**src/rtl/tick_pkg.sv**
```systemverilog
// Shared types and constants for the countdown timer and its tick front end.
// Latency: n/a (declarations only).
// Backpressure: n/a (declarations only).
package tick_pkg;

  // Default count width when the parent does not override it.
  localparam int TICK_W_DEFAULT = 16;

  // Fewer than two synchroniser flops is not metastability-safe.
  localparam int SYNC_STAGES_MIN = 2;

  // Countdown controller states; encoding is visible on debug taps.
  typedef enum logic [1:0] {
    IDLE  = 2'd0,
    RUN   = 2'd1,
    PAUSE = 2'd2,
    DONE  = 2'd3
  } state_t;

  // Clamp a requested synchroniser depth to the safe minimum.
  function automatic int sync_depth(input int requested);
    return (requested < SYNC_STAGES_MIN) ? SYNC_STAGES_MIN : requested;
  endfunction

endpackage

```
**src/rtl/sync_edge_detect.sv**
```systemverilog
// Synchronises a slow level into clk and flags each rising edge as a one-cycle pulse.
// Latency: rise is high from SYNC_STAGES-1 to SYNC_STAGES edges after d is first sampled high.
// Backpressure: none; every clean rising edge produces exactly one pulse, falling edges none.
module sync_edge_detect
  import tick_pkg::*;
#(
  parameter int SYNC_STAGES = 2
) (
  input  logic clk,
  input  logic reset,
  input  logic d,
  output logic rise
);

  // Depth actually built; a request below the safe minimum is rounded up.
  localparam int NS = sync_depth(SYNC_STAGES);

  logic [NS-1:0] sync_q;
  logic [NS-1:0] sync_d;
  logic          edge_q;
  logic          edge_d;

  // Shift the raw level into the chain; the edge register remembers the last synced value.
  always_comb begin
    sync_d = {sync_q[NS-2:0], d};
    edge_d = sync_q[NS-1];
  end

  // Synchroniser and edge history, cleared immediately on reset.
  always_ff @(posedge clk or negedge reset) begin
    if (!reset) begin
      sync_q <= '0;
      edge_q <= 1'b0;
    end else begin
      sync_q <= sync_d;
      edge_q <= edge_d;
    end
  end

  // New synced value high while the previous one was low: a rising edge.
  assign rise = sync_q[NS-1] & ~edge_q;

endmodule

```
**src/rtl/tick_countdown.sv**
```systemverilog
// Loadable countdown timer decremented once per rising edge of a slow divided clock.
// Latency: count updates 2 edges after tick_in is first sampled high (SYNC_STAGES=2); done/expired 1 edge after expiry decision.
// Backpressure: none; ticks arriving while paused, gated by en, or coinciding with load/pause are dropped.
module tick_countdown
  import tick_pkg::*;
#(
  parameter int W           = TICK_W_DEFAULT,
  parameter int SYNC_STAGES = 2
) (
  input  logic         clk,
  input  logic         reset,
  input  logic         tick_in,
  input  logic         en,
  input  logic         load,
  input  logic [W-1:0] load_value,
  input  logic         start,
  input  logic         pause,
  output logic [W-1:0] count,
  output logic         running,
  output logic         done,
  output logic         expired,
  output logic         tick_pulse
);

  localparam logic [W-1:0] ZERO = '0;
  localparam logic [W-1:0] ONE  = {{(W-1){1'b0}}, 1'b1};

  // Front end: divided clock level in, one-cycle rising-edge pulse out.
  logic tick_rise;

  sync_edge_detect #(
    .SYNC_STAGES(SYNC_STAGES)
  ) u_sync_edge (
    .clk   (clk),
    .reset (reset),
    .d     (tick_in),
    .rise  (tick_rise)
  );

  // A tick only counts while the gate is open.
  logic tick_eff;
  assign tick_eff = tick_rise & en;

  state_t       state_q;
  state_t       state_d;
  logic [W-1:0] count_q;
  logic [W-1:0] count_d;
  logic         done_q;
  logic         done_d;
  logic         running_q;
  logic         running_d;
  logic         expired_q;
  logic         expired_d;

  // Next state and count; priority is load, then start, then pause, then tick.
  always_comb begin
    state_d = state_q;
    count_d = count_q;
    done_d  = 1'b0;

    if (load) begin
      // Load wins over everything and discards any coincident tick.
      count_d = load_value;
      state_d = IDLE;
    end else begin
      unique case (state_q)
        IDLE: begin
          if (start) begin
            if (count_q == ZERO) begin
              // Nothing to count: expire straight away.
              state_d = DONE;
              done_d  = 1'b1;
            end else begin
              state_d = RUN;
            end
          end
        end

        RUN: begin
          if (pause) begin
            // Pause beats a coincident tick; the count is held as-is.
            state_d = PAUSE;
          end else if (tick_eff) begin
            if (count_q > ONE) begin
              count_d = count_q - ONE;
            end else if (count_q == ONE) begin
              count_d = ZERO;
              state_d = DONE;
              done_d  = 1'b1;
            end
            // count_q == 0 in RUN is unreachable; hold rather than wrap.
          end
        end

        PAUSE: begin
          // Ticks are ignored here; only dropping pause resumes.
          if (!pause) begin
            state_d = RUN;
          end
        end

        DONE: begin
          // Parked until load or reset; start has no effect.
          count_d = ZERO;
        end

        default: begin
          state_d = IDLE;
        end
      endcase
    end
  end

  // Output flags decoded from the upcoming state so they switch on the transition edge.
  always_comb begin
    running_d = (state_d == RUN);
    expired_d = (state_d == DONE);
  end

  // Controller state, count and registered status outputs.
  always_ff @(posedge clk or negedge reset) begin
    if (!reset) begin
      state_q   <= IDLE;
      count_q   <= ZERO;
      done_q    <= 1'b0;
      running_q <= 1'b0;
      expired_q <= 1'b0;
    end else begin
      state_q   <= state_d;
      count_q   <= count_d;
      done_q    <= done_d;
      running_q <= running_d;
      expired_q <= expired_d;
    end
  end

  assign count      = count_q;
  assign running    = running_q;
  assign done       = done_q;
  assign expired    = expired_q;
  assign tick_pulse = tick_rise;

endmodule

```
**config.mk**
```make
export PLATFORM = sky130hd
export DESIGN_NAME = tick_countdown
export DESIGN_NICKNAME = d
export VERILOG_FILES = /design/src/rtl/tick_pkg.sv /design/src/rtl/sync_edge_detect.sv /design/src/rtl/tick_countdown.sv
export SDC_FILE = /design/constraint.sdc
export NUM_CORES = 1
export LEC_CHECK = 0
export CORE_MARGIN = 2
export CORE_UTILIZATION = 46
export DETAILED_ROUTE_END_ITERATION = 6
export PLACE_DENSITY = 0.76
export SLEW_MARGIN = 20
export SYNTH_ARGS = -nofsm -noshare
export SYNTH_HDL_FRONTEND = slang
export SYNTH_SLANG_ARGS = --single-unit
```
**constraint.sdc**
```tcl
create_clock -name clk -period 2.6 [get_ports clk]
set_input_delay 0.52 -clock clk [delete_from_list [all_inputs] [get_ports clk]]
set_output_delay 0.52 -clock clk [all_outputs]
set_load 0.01 [all_outputs]
```
==> results of run 1 <==
[synthesized netlist by cell type, types with 2 or more instances]
cell type  number
dfrtp_1        24
nor2_1         10
a21oi_1         9
nand2_1         8
o21ai_0         8
inv_1           7
nand3_1         6
nor3_1          5
nor4_1          5
o2bb2ai_1       5
a21o_1          3
a221o_1         3
a221oi_1        3
a32oi_1         3
nand4_1         3
nor2b_1         3
o31ai_1         3
a22oi_1         2
and2_1          2
and3_1          2
buf_2           2
clkbuf_1        2
ha_1            2
o21a_1          2
or4_1           2
[routing by layer]
layer / up-vias / part of all wire [%]
met2: 55 / 47
li1: 675 / -
met3: 6 / 5.1
met4: 0 / 0.97
met1: 684 / 46
met5: - / 0
[registers in the layout, summed over array words and instances (netlist names)]
name                cells
count                  16
state_q                 2
u_sync_edge.sync_q      2
done                    1
expired                 1
running                 1
u_sync_edge.edge_q      1
[worst max-delay path: stages (launching register included)]
cell and delay (ns):
dfrtp_1 0.41, or4_4 0.56, nand4b_4 0.26, o32ai_4 0.56
buf_4 0.24, a21oi_1 0.04, o21a_1 0.16
[power by group through the flow]
stage	registers (W)	logic (W)	clock network (W)
after floorplan	0.000507	0.000157	0
after global placement	0.000491	0.000369	0
after detailed placement	0.000494	0.000372	0
after CTS	0.000487	0.000374	0.000211
after global routing	0.000496	0.000406	0.000225
final	0.000487	0.000374	0.000204
[area by class of cell]
class,instances,share of cell area [%]
multi-input cells,109,38.11
repair buffers,54,26.00
clock buffers,4,1.848
inverters,7,1.338
well taps,33,2.103
flip-flops and latches,24,30.59
[metrics by stage]
step	hold WS [ns]	total power (W)	instances
2_1_floorplan	0.2244	0.0006640	146
3_3_place_gp	0.3328	0.0008604	227
3_5_place_dp	0.3347	0.0008663	227
4_1_cts	0.3656	0.001072	231
5_1_grt	0.3804	0.001127	231
6_report	0.3649	0.001065	231
[how the worst max path moves through the flow]
stage / start / to / slack, ns / depth (start not counted)
after floorplan: count[4] / count[5] / 0.44 / 6
after global placement: pause / count[4] / 0.29 / 6
after detailed placement: pause / count[4] / 0.17 / 6
after CTS: count[7] / count[8] / 0.30 / 6
after global routing: count[0] / count[8] / 0.09 / 8
final: count[4] / count[8] / 0.28 / 6
[cell families (layout without fill, tap and decap cells)]
family	count (synthesis)	count (layout)	share of synthesized area [%]
flip-flops	24	24	42.55
AND/OR/NAND/NOR	52	52	21.10
AO/OA/AOI/OAI	55	55	30.14
adder cells (fa/ha/maj)	2	2	1.773
buffers and inverters	13	65	4.433
==> flow_metrics.env, run 1 <==
export IMPL_synth_ff_type="dfrtp_1"
export IMPL_setup_tns_ns=0
export IMPL_hp_start="u_sync_edge.sync_q[0]"
export IMPL_ios=43
export IMPL_track_usage_pct=22.73
export IMPL_drive_above_1_share_pct=10.61
export IMPL_leakage_nw=0.8061
export IMPL_syn_to_final_growth_pct=39.10
export IMPL_fin_crit_ns=2.316
export IMPL_r2r_end="count[8]"
export IMPL_rrSetupSlack_ns=0.28
export IMPL_p_switching_w=0.0003555
export IMPL_netlist_top_cells_area="dfrtp_1, a21oi_1, o2bb2ai_1"
export IMPL_endpoint_kind="flop"
export IMPL_grt_max_degree=20
export IMPL_power_frac_clock_pct=19.2
export IMPL_async_reset_ff_share_pct=100.0
export IMPL_internal_power_w=0.0007098
export IMPL_drv_cap=0
export IMPL_post_cts_buffers=0
export IMPL_period_share_pct=89.08
export IMPL_r2r_start="count[4]"
export IMPL_fill_cells=251
export IMPL_die_height_um=59.39
export IMPL_grt_pass1_wl_mm=6.154
export IMPL_cts_root_buffer="clkbuf_4"
export IMPL_startpoint_type="flop"
export IMPL_syn_area_per_cell_um2=9.667
export IMPL_synth_cells=146
export IMPL_dpl_cell_area_um2=1927
export IMPL_antenna_found_initial=0
export IMPL_dp_slack_ns=0.1674
export IMPL_fmax_ghz=0.4318
export IMPL_routed_wl_mm=3.829
export IMPL_initialDrtViolationCount=75
export IMPL_final_cell_mix="clkdlybuf4s50_1, dfrtp_1, buf_4"
export IMPL_p_sw_share_pct=33.37
export IMPL_cp_required_ns=2.83
export IMPL_hold_class="reg -> reg"
export IMPL_holdPathEnd="u_sync_edge.sync_q[1]"
export IMPL_dp_hpwl_mm=2.934
export IMPL_clk_insertion_delay_late_ns=0.32
export IMPL_portBuffers=42
export IMPL_seqCellArea_um2=600.6
export IMPL_syn_cell_area_um2=1411
export IMPL_gr_usage_met1_pct=32.65
export IMPL_hold_buffers=0
export IMPL_synth_edff_count=0
export IMPL_clk_pin_slew_ns=0.14
export IMPL_postRouteAntennaNets=0
export IMPL_rsz0062_at_grt="false"
export IMPL_synth_top_area_share_pct=42.55
export IMPL_clkSinkCount=24
export IMPL_rows=20
export IMPL_holdPathStages=0
export IMPL_setup_viol=0
export IMPL_syn_nets=171
export IMPL_dr_pass1_iters=5
export IMPL_synth_top_cell_by_area="dfrtp_1"
export IMPL_synth_distinct_cells=47
export IMPL_tightestPinTransition_ns=0.5278
export IMPL_globalRouteMet3Util_pct=3.057
export IMPL_initial_utilization_pct=47.39
export IMPL_cts_tree="built"
export IMPL_grt_ovfl_total=0
export IMPL_hold_violations=0
export IMPL_die_x_um=59.39
export IMPL_relSlewSlack_pct=64.81
export IMPL_clock_path_buffers=2
export IMPL_critPathKind="reg -> reg"
export IMPL_synth_seq_cells=24
export IMPL_vias=1420
export IMPL_pwr_share_comb_pct=35.1
export IMPL_diodes=0
export IMPL_ir_worst_vdd_mv=0.3216
export IMPL_drc=0
export IMPL_ys_seq_area_share_pct=42.55
export IMPL_ff2ff_path_depth=6
export IMPL_h_tree_depth=1
export IMPL_design_area_um2=1963
export IMPL_met2_usage_pct=35.32
export IMPL_fin_ws_ns=0.2839
export IMPL_place_congestion=0.8784
export IMPL_final_common_cell="clkdlybuf4s50_1"
export IMPL_p_seq_share_pct=45.8
export IMPL_status="complete, no violations"
export IMPL_wl_per_cell_um=16.58
export IMPL_finalNetCount=224
export IMPL_drv_slew=0
export IMPL_dieArea_um2=3527
export IMPL_core_area_um2=2978
export IMPL_cp_arrival_ns=2.55
export IMPL_powerDensity_nw_per_um2=542.7
export IMPL_crit_path_max_fanout=12
export IMPL_ctsResizeCount=0
export IMPL_fin_util_pct=65.92
export IMPL_synth_warnings=0
export IMPL_grt_pass1_vias=1305
export IMPL_grt_busiest_layer="met2"
export IMPL_skew_ns=0.001682
export IMPL_multi_input_area_um2=748.2
export IMPL_routed_via_density=6.147
export IMPL_cts_buffers=3
Power figures use the tool's default switching activity.
==> inputs of run 2 (changes only) <==
--- a/config.mk
+++ b/config.mk
@@ -8,7 +8,8 @@
 export CORE_MARGIN = 2
 export CORE_UTILIZATION = 46
 export DETAILED_ROUTE_END_ITERATION = 6
-export PLACE_DENSITY = 0.76
+export HOLD_SLACK_MARGIN = 0.02
+export PLACE_DENSITY = 0.79
 export SLEW_MARGIN = 20
 export SYNTH_ARGS = -nofsm -noshare
 export SYNTH_HDL_FRONTEND = slang
==> run 2 against run 1 <==
Clock power is 33% higher. Largest power group unchanged. Combinational power is 3% lower. Power is 5.7% higher. Via count is 1.5% lower. Core utilization is 0.55 points higher. Worst setup slack worse by 0.0037 ns. Worst hold slack better by 0.0033 ns.
==> flow_metrics.env, run 2 (synthesis gave the netlist of run 1 again) <==
export IMPL_cts_buffers=3
export IMPL_ctsResizeCount=0
export IMPL_setup_viol=0
export IMPL_cp_arrival_ns=2.53
export IMPL_seqCellArea_um2=600.6
export IMPL_dr_pass1_iters=4
export IMPL_ir_worst_vdd_mv=0.3808
export IMPL_routed_via_density=6.052
export IMPL_cp_required_ns=2.82
export IMPL_cts_tree="built"
export IMPL_drc=0
export IMPL_setup_tns_ns=0
export IMPL_routed_wl_mm=3.580
export IMPL_fin_util_pct=66.47
export IMPL_crit_path_max_fanout=10
export IMPL_dp_hpwl_mm=2.704
export IMPL_dieArea_um2=3527
export IMPL_worst_path_largest_cell_delay_ns=0.58
export IMPL_relSlewSlack_pct=57.98
export IMPL_status="complete, no violations"
export IMPL_initial_utilization_pct=47.39
export IMPL_core_area_um2=2978
export IMPL_initialDrtViolationCount=63
export IMPL_track_usage_pct=21.27
export IMPL_hold_slack_ns=0.3682
export IMPL_grt_pass1_vias=1225
export IMPL_cts_root_buffer="clkbuf_4"
export IMPL_gr_usage_met1_pct=31.59
export IMPL_fin_crit_ns=2.320
export IMPL_hold_class="reg -> reg"
export IMPL_startpoint_type="flop"
export IMPL_globalRouteMet3Util_pct=4.148
export IMPL_place_congestion=0.8875
export IMPL_rows=20
export IMPL_crit_slowest_cell="or4_4"
export IMPL_postRouteAntennaNets=0
export IMPL_die_x_um=59.39
export IMPL_rsz0062_at_grt="false"
export IMPL_drv_cap=0
export IMPL_die_height_um=59.39
export IMPL_h_tree_depth=1
export IMPL_grt_pass1_wl_mm=5.754
export IMPL_vias=1398
export IMPL_drv_slew=0
export IMPL_leakage_nw=0.8131
export IMPL_powerDensity_nw_per_um2=568.7
export IMPL_clock_path_buffers=2
export IMPL_drive_above_1_share_pct=10.61
export IMPL_post_cts_buffers=0
export IMPL_antenna_found_initial=0
export IMPL_period_share_pct=89.22
export IMPL_multi_input_area_um2=748.2
export IMPL_fmax_ghz=0.4311
export IMPL_wl_per_cell_um=15.50
export IMPL_hold_buffers=0
export IMPL_grt_busiest_layer="met2"
export IMPL_clk_insertion_delay_late_ns=0.31
export IMPL_clkSinkCount=24
export IMPL_clk_pin_slew_ns=0.14
export IMPL_final_cell_mix="clkdlybuf4s50_1, dfrtp_1, buf_4"
export IMPL_finalPower_w=0.001126
export IMPL_endpoint_kind="flop"
export IMPL_finalNetCount=224
export IMPL_grt_ovfl_total=0
export IMPL_diodes=0
export IMPL_ios=43
export IMPL_syn_to_final_growth_pct=40.25
export IMPL_tightestPinTransition_ns=0.6246
export IMPL_largest_register_ffs=16
export IMPL_crit_chain="or4_4 -> nand4b_4 -> o21ai_2 -> buf_4 -> a211oi_1 -> a211o_1"
export IMPL_skew_ns=0.0005991
export IMPL_portBuffers=42
export IMPL_hold_violations=0
export IMPL_fill_cells=256
export IMPL_critPathKind="reg -> reg"
export IMPL_final_common_cell="clkdlybuf4s50_1"
export IMPL_met2_usage_pct=31.71
export IMPL_grt_max_degree=25
## run 2: final cells by class
type / instances / area share, %
well taps: 33 / 2.086
inverters: 7 / 1.327
flip-flops and latches: 24 / 30.34
clock inverters: 1 / 1.517
clock buffers: 3 / 1.138
repair buffers: 54 / 25.79
multi-input cells: 109 / 37.80
## run 2: report_power, final
part	internal (W)	switching [W]
logic	0.000199	0.000165
registers	0.000423	0.0000678
clock network	0.000156	0.000116
## run 2: through the flow
stage / area, um2 / std cells / setup WS, ns
floorplan: 1411 / 146 / 0.4353
global placement: 1927 / 227 / 0.3086
finish: 1979 / 231 / 0.2802
CTS: 1979 / 231 / 0.3056
global route: 1979 / 231 / 0.1794
detailed placement: 1927 / 227 / 0.1953
## run 2: worst paths after layout
| check | slack [ns] | end | start | cells after the start |
|---|---|---|---|---|
| hold reg to reg | 0.37 | u_sync_edge.sync_q[1] | u_sync_edge.sync_q[0] | 0 |
| setup / recovery | 0.28 | count[12] | count[4] | 6 |
| setup reg to reg | 0.28 | count[12] | count[4] | 6 |
| max in group asynchronous | 1.83 | count[13] | reset | 2 |
| hold / removal | 0.37 | u_sync_edge.sync_q[1] | u_sync_edge.sync_q[0] | 0 |
| min in group asynchronous | 0.54 | u_sync_edge.sync_q[0] | reset | 2 |
## run 2: metal layers
metal	vias to the layer above	wire length [um]
met5	-	0
met4	0	35
met3	4	264
met2	50	1650
met1	662	1630
li1	682	-
## run 2: worst max-delay path: cells and delay by family (launching register included)
| family | cells | cell delay [ns] |
|---|---|---|
| flops | 1 | 0.47 |
| simple gates | 2 | 0.83 |
| buf+inv | 1 | 0.22 |
| compound gates | 3 | 0.70 |
